### config.mk
export PLATFORM = sky130hd
export DESIGN_NAME = boot_controller
export DESIGN_NICKNAME = d
export VERILOG_FILES = /design/src/rtl/boot_controller.sv
export SDC_FILE = /design/constraint.sdc
export NUM_CORES = 1
export LEC_CHECK = 0
export ABC_AREA = 1
export CAP_MARGIN = 25
export CORE_MARGIN = 5
export CORE_UTILIZATION = 52
export CTS_CLUSTER_SIZE = 25
export DETAILED_ROUTE_END_ITERATION = 12
export PLACE_DENSITY = 0.78
export SKIP_CTS_REPAIR_TIMING = 1
export SYNTH_ARGS = -nofsm -noshare
export SYNTH_HDL_FRONTEND = slang
export SYNTH_SLANG_ARGS = --single-unit
### constraint.sdc
create_clock -name clk -period 2.35 [get_ports clk]
set_input_delay 0.47 -clock clk [delete_from_list [all_inputs] [get_ports clk]]
set_output_delay 0.47 -clock clk [all_outputs]
set_load 0.02 [all_outputs]
### src/rtl/boot_controller.sv
// boot_controller: byte-stream loader that fills the instruction ROM, verifies an XOR
// checksum and then releases the CPU from reset.
module boot_controller #(
    parameter int TIMEOUT_CYCLES = 1048576
) (
    input  logic        clk,
    input  logic        reset,
    input  logic [7:0]  rx_data,
    input  logic        rx_valid,
    output logic        rx_ready,
    output logic        rom_we,
    output logic [14:0] rom_addr,
    output logic [15:0] rom_wdata,
    output logic        cpu_reset,
    output logic        busy,
    output logic        err
);
    localparam int TW = $clog2(TIMEOUT_CYCLES + 1);
    localparam logic [TW-1:0] TMO_MAX = TW'(TIMEOUT_CYCLES - 1);

    typedef enum logic [2:0] {IDLE, CNT_HI, CNT_LO, DATA_HI, DATA_LO, CHK, RUN, ERR} state_e;

    state_e        state_q, state_d;
    logic [15:0]   cnt_q, cnt_d, idx_q, idx_d;
    logic [7:0]    hi_q, hi_d, sum_q, sum_d;
    logic [TW-1:0] tmo_q, tmo_d;
    logic          acc, in_load, we_d, ready_d;
    logic [14:0]   addr_d;
    logic [15:0]   wdata_d;

    assign acc = rx_valid & rx_ready;
    assign in_load = state_q inside {CNT_HI, CNT_LO, DATA_HI, DATA_LO, CHK};

    always_comb begin
        state_d = state_q;
        cnt_d   = cnt_q;
        idx_d   = idx_q;
        hi_d    = hi_q;
        sum_d   = sum_q;
        tmo_d   = tmo_q;
        we_d    = 1'b0;
        addr_d  = rom_addr;
        wdata_d = rom_wdata;
        if (acc) begin
            tmo_d = '0;
            case (state_q)
                IDLE:    state_d = rx_data == 8'hA5 ? CNT_HI : rx_data == 8'h52 ? RUN : IDLE;
                CNT_HI:  begin
                    cnt_d[15:8] = rx_data;
                    state_d     = CNT_LO;
                end
                CNT_LO:  begin
                    cnt_d[7:0] = rx_data;
                    state_d    = cnt_d == 16'h0 ? CHK : cnt_d > 16'h8000 ? ERR : DATA_HI;
                end
                DATA_HI: begin
                    hi_d    = rx_data;
                    sum_d   = sum_q ^ rx_data;
                    state_d = DATA_LO;
                end
                DATA_LO: begin
                    we_d    = 1'b1;
                    addr_d  = idx_q[14:0];
                    wdata_d = {hi_q, rx_data};
                    sum_d   = sum_q ^ rx_data;
                    idx_d   = idx_q + 16'd1;
                    state_d = idx_d == cnt_q ? CHK : DATA_HI;
                end
                CHK:     state_d = rx_data == sum_q ? RUN : ERR;
                default: state_d = rx_data == 8'hA5 ? CNT_HI : state_q;
            endcase
        end else if (in_load) begin
            tmo_d   = tmo_q == TMO_MAX ? '0 : tmo_q + 1'b1;
            state_d = tmo_q == TMO_MAX ? ERR : state_q;
        end
        // a fresh load restarts the checksum and word index
        if (state_d == CNT_HI && state_q != CNT_HI) begin
            sum_d = '0;
            idx_d = '0;
        end
        ready_d = !(we_d || (state_d == CHK && state_q != CHK));
    end

    always_ff @(posedge clk) begin
        if (reset) begin
            state_q   <= IDLE;
            cnt_q     <= '0;
            idx_q     <= '0;
            hi_q      <= '0;
            sum_q     <= '0;
            tmo_q     <= '0;
            rx_ready  <= 1'b1;
            rom_we    <= 1'b0;
            rom_addr  <= '0;
            rom_wdata <= '0;
            cpu_reset <= 1'b1;
            busy      <= 1'b0;
            err       <= 1'b0;
        end else begin
            state_q   <= state_d;
            cnt_q     <= cnt_d;
            idx_q     <= idx_d;
            hi_q      <= hi_d;
            sum_q     <= sum_d;
            tmo_q     <= tmo_d;
            rx_ready  <= ready_d;
            rom_we    <= we_d;
            rom_addr  <= addr_d;
            rom_wdata <= wdata_d;
            cpu_reset <= state_d != RUN;
            busy      <= state_d inside {CNT_HI, CNT_LO, DATA_HI, DATA_LO, CHK};
            err       <= state_d == ERR;
        end
    end
endmodule

# Yosys cells after proc, flatten, opt, wreduce, memory -nomap -nowiden
# Cells that the tools add are included.
# totals
reg_bits	108
wordCells	68
# classes
n_addsub	2
magnitude_cmp	1
n_eq_ne	19
n_mux	14
bitwise_logic	2
reduce_logical	16
# ops
op	n
$mux 3	9
$add 21x1->21 const B	1
$eq 21x20->1 const B	1
$mux 21	1
$pmux 3 s6	1
$add 16x1->16 const B	1
$eq 16x16->1	1
$gt 16x16->1 const B	1
$logic_not 16->1	1
$eq 3x3->1 const B	5
$eq 3x2->1 const B	4
$reduce_and 2->1	5
$reduce_bool 5->1	2
$eq 8x7->1 const B	1
$eq 8x8->1	1
$eq 8x8->1 const B	1
$xor 8x8->8	1
$eq 3x1->1 const B	2
$ne 3x3->1 const B	2
$reduce_or 2->1	3
$logic_not 3->1	1
$mux 1	3
$ne 3x1->1 const B	1
$logic_and 1x1->1	2
other kinds (3)	3

# Logic depth before layout (Yosys ltp)
# logic_depth
depth_word	9
ltp_mapped	19
mapped_depth_nobuf	19

# Worst setup path after synthesis
# Ideal clock, no wire load.
# synth_timing
path_type	flip-flop to flip-flop
start	register idx_q[0]
end	register idx_q[0]
arrival_ns	2.046
setup_slack_ns	0.163
stages_incl_launch_ff	18
n_path_buf	1
synth_period_minus_slack_ns	2.187
cell_sequence	dfxtp_1 ha_1 nand2_1 nor2_2 nand4_1 nand2_1 nand2_1 nand2_1 nand2_1 nor2_1 nand3_1 nand2_1 nand2_1 nand2_2 nand3_2 nor2_4 buf_6 nor3_2
# synth_via
elab_chain_len	8
# synth_rtl
item	line_no	source
start: declaration	24	logic [15:0] cnt_q, cnt_d, idx_q, idx_d;
start signal: assignment	102	idx_q <= idx_d;
$add 16x1->16 (*)	66	idx_d = idx_q + 16'd1;
$eq 16x16->1	67	state_d = idx_d == cnt_q ? CHK : DATA_HI;
$mux 3	67	
$pmux 3 s6	46	case (state_q)
$mux 3	44	if (acc) begin
$eq 3x1->1	77	if (state_d == CNT_HI && state_q != CNT_HI) begin
$logic_and 1x1->1	77	
$reduce_or 2->1 (no line)	-	
# Every way passes the cells marked *; elsewhere a longest branch is shown, timed or not.
# A chain may end at the register's enable or synchronous reset.

# Worst setup path after layout
# layout_timing
start	register idx_q[1]
end	register idx_q[6]
# Same word-level chain as after synthesis.

==> flow_metrics.env <==
export IMPL_hold_viol=0
export IMPL_final_layout_size_suffix_gt1_share_pct=18.31
export IMPL_syn_area_um2=5254
export IMPL_synth_warnings=0
export IMPL_coreArea_um2=9819
export IMPL_syn_num_nets=756
export IMPL_slowest_delay_ps=380
export IMPL_gp_congestion=0.9065
export IMPL_h_tree_depth=3
export IMPL_cp_end_kind="flop"
export IMPL_max_cap_violations=0
export IMPL_critical_path_class="flop to flop"
export IMPL_avgSynthCellArea_um2=7.071
export IMPL_grt_overflow=0
export IMPL_setup_viol=25
export IMPL_outcome="finished, violations left"
export IMPL_clockRootBuffer="clkbuf_8"
export IMPL_ios=47
export IMPL_fillers=859
export IMPL_finalMaxSlewViolations=0
export IMPL_cts_buffer_depth=2
export IMPL_ys_ff_latch=108
export IMPL_syn2layout_area_growth_pct=28.72
export IMPL_clk_pin_slew_ps=100
export IMPL_ant_nets=0
export IMPL_initial_core_util_pct=53.50
export IMPL_vias=5306
export IMPL_die_y_um=110.5
export IMPL_ys_types=36
export IMPL_worst_path_max_fanout=8
export IMPL_seq_area_frac_synth_pct=41.15
export IMPL_multi_input_area_um2=2874
export IMPL_grt_max_degree=58
export IMPL_antenna_found_initial=0
export IMPL_numPortBuffers=46
export IMPL_grt_pass1_wl_um=22640
export IMPL_cts_buffers=9
export IMPL_dp_hpwl_um=10150
export IMPL_clk_latency_ps=400
export IMPL_cts_tree="yes"
export IMPL_grt_usage_pct=22.09
export IMPL_clock_fmax_mhz=394.7
export IMPL_netlist_instances=743
export IMPL_required_ps=2630
export IMPL_maxSlewHeadroom_pct=71.23
export IMPL_totalPowerFinal_uw=3303
export IMPL_fin_skew_ps=10.08
export IMPL_totalWireLength_um=14650
export IMPL_final_seq_area_um2=2181
export IMPL_ir_drop_mv=0.4868
export IMPL_period_minus_slack_ps=2533
export IMPL_worstMarginPinSlew_ps=427.0
export IMPL_setup_ws_ps=-183.3
export IMPL_antennaDiodeCount=0
export IMPL_rsz0062_at_grt="yes"
export IMPL_power_density_nw_per_um2=488.4
export IMPL_critPathSlowestCell="dfxtp_4"
export IMPL_vias_per_cell=5.448
export IMPL_final_nets=850
export IMPL_remaining_drc_errors=0
export IMPL_drtPass1Iterations=5
export IMPL_crit_arrival_ps=2810
export IMPL_rows=36
export IMPL_violations="setup timing"
export IMPL_drt_iter0_markers=361
export IMPL_path_common_cell="nand3_1"
export IMPL_routedWlPerCell_um=15.04
export IMPL_whs_ps=498.7
export IMPL_power_leakage_uw=0.002873
export IMPL_path_cells="buf_6, nand2_4, nor2_4, nand2_4, inv_4, nand3_4, buf_4, nand3_1, nand2_2, buf_4, inv_1, nor2_1, nand3_1, nand2_1, nand2_1, nand3_1, nor2_4, buf_12, clkbuf_16, nor3_2"
export IMPL_cts_sinks=108
export IMPL_die_area_um2=12210
export IMPL_grt_pass1_vias=4743
export IMPL_die_w_um=110.5
export IMPL_hold_path_class="flop to flop"
export IMPL_worst_setup_path_start_kind="flop"
export IMPL_finalCritPeriodShare_pct=107.8
per-layer routing:
metal,wire (um),part of all wire [%],vias up,track usage (%)
met1,6418,44,2451,29.65
met3,985,6.7,19,5.963
met5,0,0,-,0
met2,7008,48,184,35.15
li1,-,-,2652,-
met4,238,1.6,0,5.829
critical path, delay by kind of cell, from the launching register on:
kind,cells,cell delay [ps]
buf+inv,7,810
flops,1,380
simple gates,13,1220
where the power goes:
| part | switching [uW] | internal, uW |
|---|---|---|
| Combinational | 211 | 157 |
| Clock | 649 | 417 |
| Sequential | 20.7 | 1850 |
per-stage QoR:
stage / util, % / TNS [ps] / worst slack [ps] / std cells / instance area (um2)
global placement: 62.87 / -4479 / -184.0 / 945 / 6173
floorplan: - / 0 / 163.2 / 743 / 5254
CTS: 64.65 / -2214 / -119.2 / 960 / 6349
detailed placement: 62.87 / -5381 / -241.7 / 945 / 6173
finish: 68.87 / -3703 / -183.3 / 974 / 6763
global route: 68.87 / -8187 / -330.8 / 974 / 6763
synthesized netlist by cell type:
| cell type | instances | area share (%) |
|---|---|---|
| a211oi_1 | 4 | 0.57 |
| a21oi_1 | 58 | 5.5 |
| and3_1 | 1 | 0.12 |
| buf_1 | 3 | 0.21 |
| buf_6 | 2 | 0.43 |
| clkbuf_1 | 19 | 1.4 |
| clkinv_1 | 2 | 0.14 |
| dfxtp_1 | 108 | 41 |
| ha_1 | 2 | 0.48 |
| inv_1 | 86 | 6.1 |
| inv_2 | 1 | 0.071 |
| mux2_2 | 1 | 0.21 |
| mux2i_1 | 3 | 0.57 |
| nand2_1 | 148 | 11 |
| nand2_2 | 2 | 0.24 |
| nand3_1 | 51 | 4.9 |
| nand3_2 | 2 | 0.38 |
| nand3b_1 | 5 | 0.71 |
| nand4_1 | 18 | 2.1 |
| nand4_2 | 1 | 0.24 |
| nor2_1 | 70 | 5.0 |
| nor2_2 | 3 | 0.36 |
| nor2_4 | 3 | 0.64 |
| nor3_1 | 16 | 1.5 |
| nor3_2 | 20 | 3.8 |
| nor3b_1 | 2 | 0.29 |
| nor4_1 | 6 | 0.71 |
| nor4_2 | 1 | 0.24 |
| o211ai_1 | 1 | 0.14 |
| o21a_1 | 2 | 0.29 |
| o21ai_0 | 83 | 7.9 |
| o21ai_1 | 2 | 0.19 |
| o21bai_1 | 1 | 0.14 |
| or2_2 | 1 | 0.12 |
| xnor2_1 | 2 | 0.33 |
| xor2_1 | 13 | 2.2 |
logic make-up after synthesis:
kind of cell | count (synthesis) | synth area share [%]
and+or+nand+nor | 350 | 31.96
AOI/OAI and AO/OA | 151 | 14.77
buffers and inverters | 113 | 8.359
DFF | 108 | 41.15
xor gates and xnor gates | 15 | 2.501
muxes | 4 | 0.7859
adders and majority gates | 2 | 0.4762
area by class of cell:
cell class | instances | share of cell area [%]
inverter | 89 | 4.977
clock inverter | 4 | 0.4995
timing repair buffer | 107 | 15.23
sequential | 108 | 32.25
multi-input combinational | 522 | 42.50
clock buffer | 11 | 2.091
tap | 133 | 2.461
state kept, by name, indices dropped and copies added, names as in the netlist:
signal	count
tmo_q	21
cnt_q	16
idx_q	16
rom_wdata	16
rom_addr	15
hi_q	8
sum_q	8
state_q	3
busy	1
cpu_reset	1
err	1
rom_we	1
rx_ready	1
cell usage in the layout, fill, tap and decap left out, types with 6 or more instances in the layout:
cell and n:
nor3_1 13, nand2_1 132, dfxtp_2 6, clkbuf_8 10
nand4_1 18, nor2_4 7, nand3_1 48, dfxtp_1 99
buf_4 49, a21oi_1 58, nor3_2 18, o21ai_0 83
xor2_1 13, nor2_2 6, nand2_2 15, inv_1 84
clkdlybuf4s50_1 46, nor2_1 63
final timing paths:
kind / from / endpoint / slack [ps] / cells past startpoint
setup / recovery: idx_q[1]$_SDFFE_PP0P_ / idx_q[6]$_SDFFE_PP0P_ / -180 / 20
hold / removal: hi_q[4]$_SDFFE_PP0P_ / rom_wdata[12]$_SDFFE_PP0P_ / 500 / 2
setup reg to reg: idx_q[1]$_SDFFE_PP0P_ / idx_q[6]$_SDFFE_PP0P_ / -180 / 20
hold reg to reg: hi_q[4]$_SDFFE_PP0P_ / rom_wdata[12]$_SDFFE_PP0P_ / 500 / 2
(Power assumes the default switching activity.)
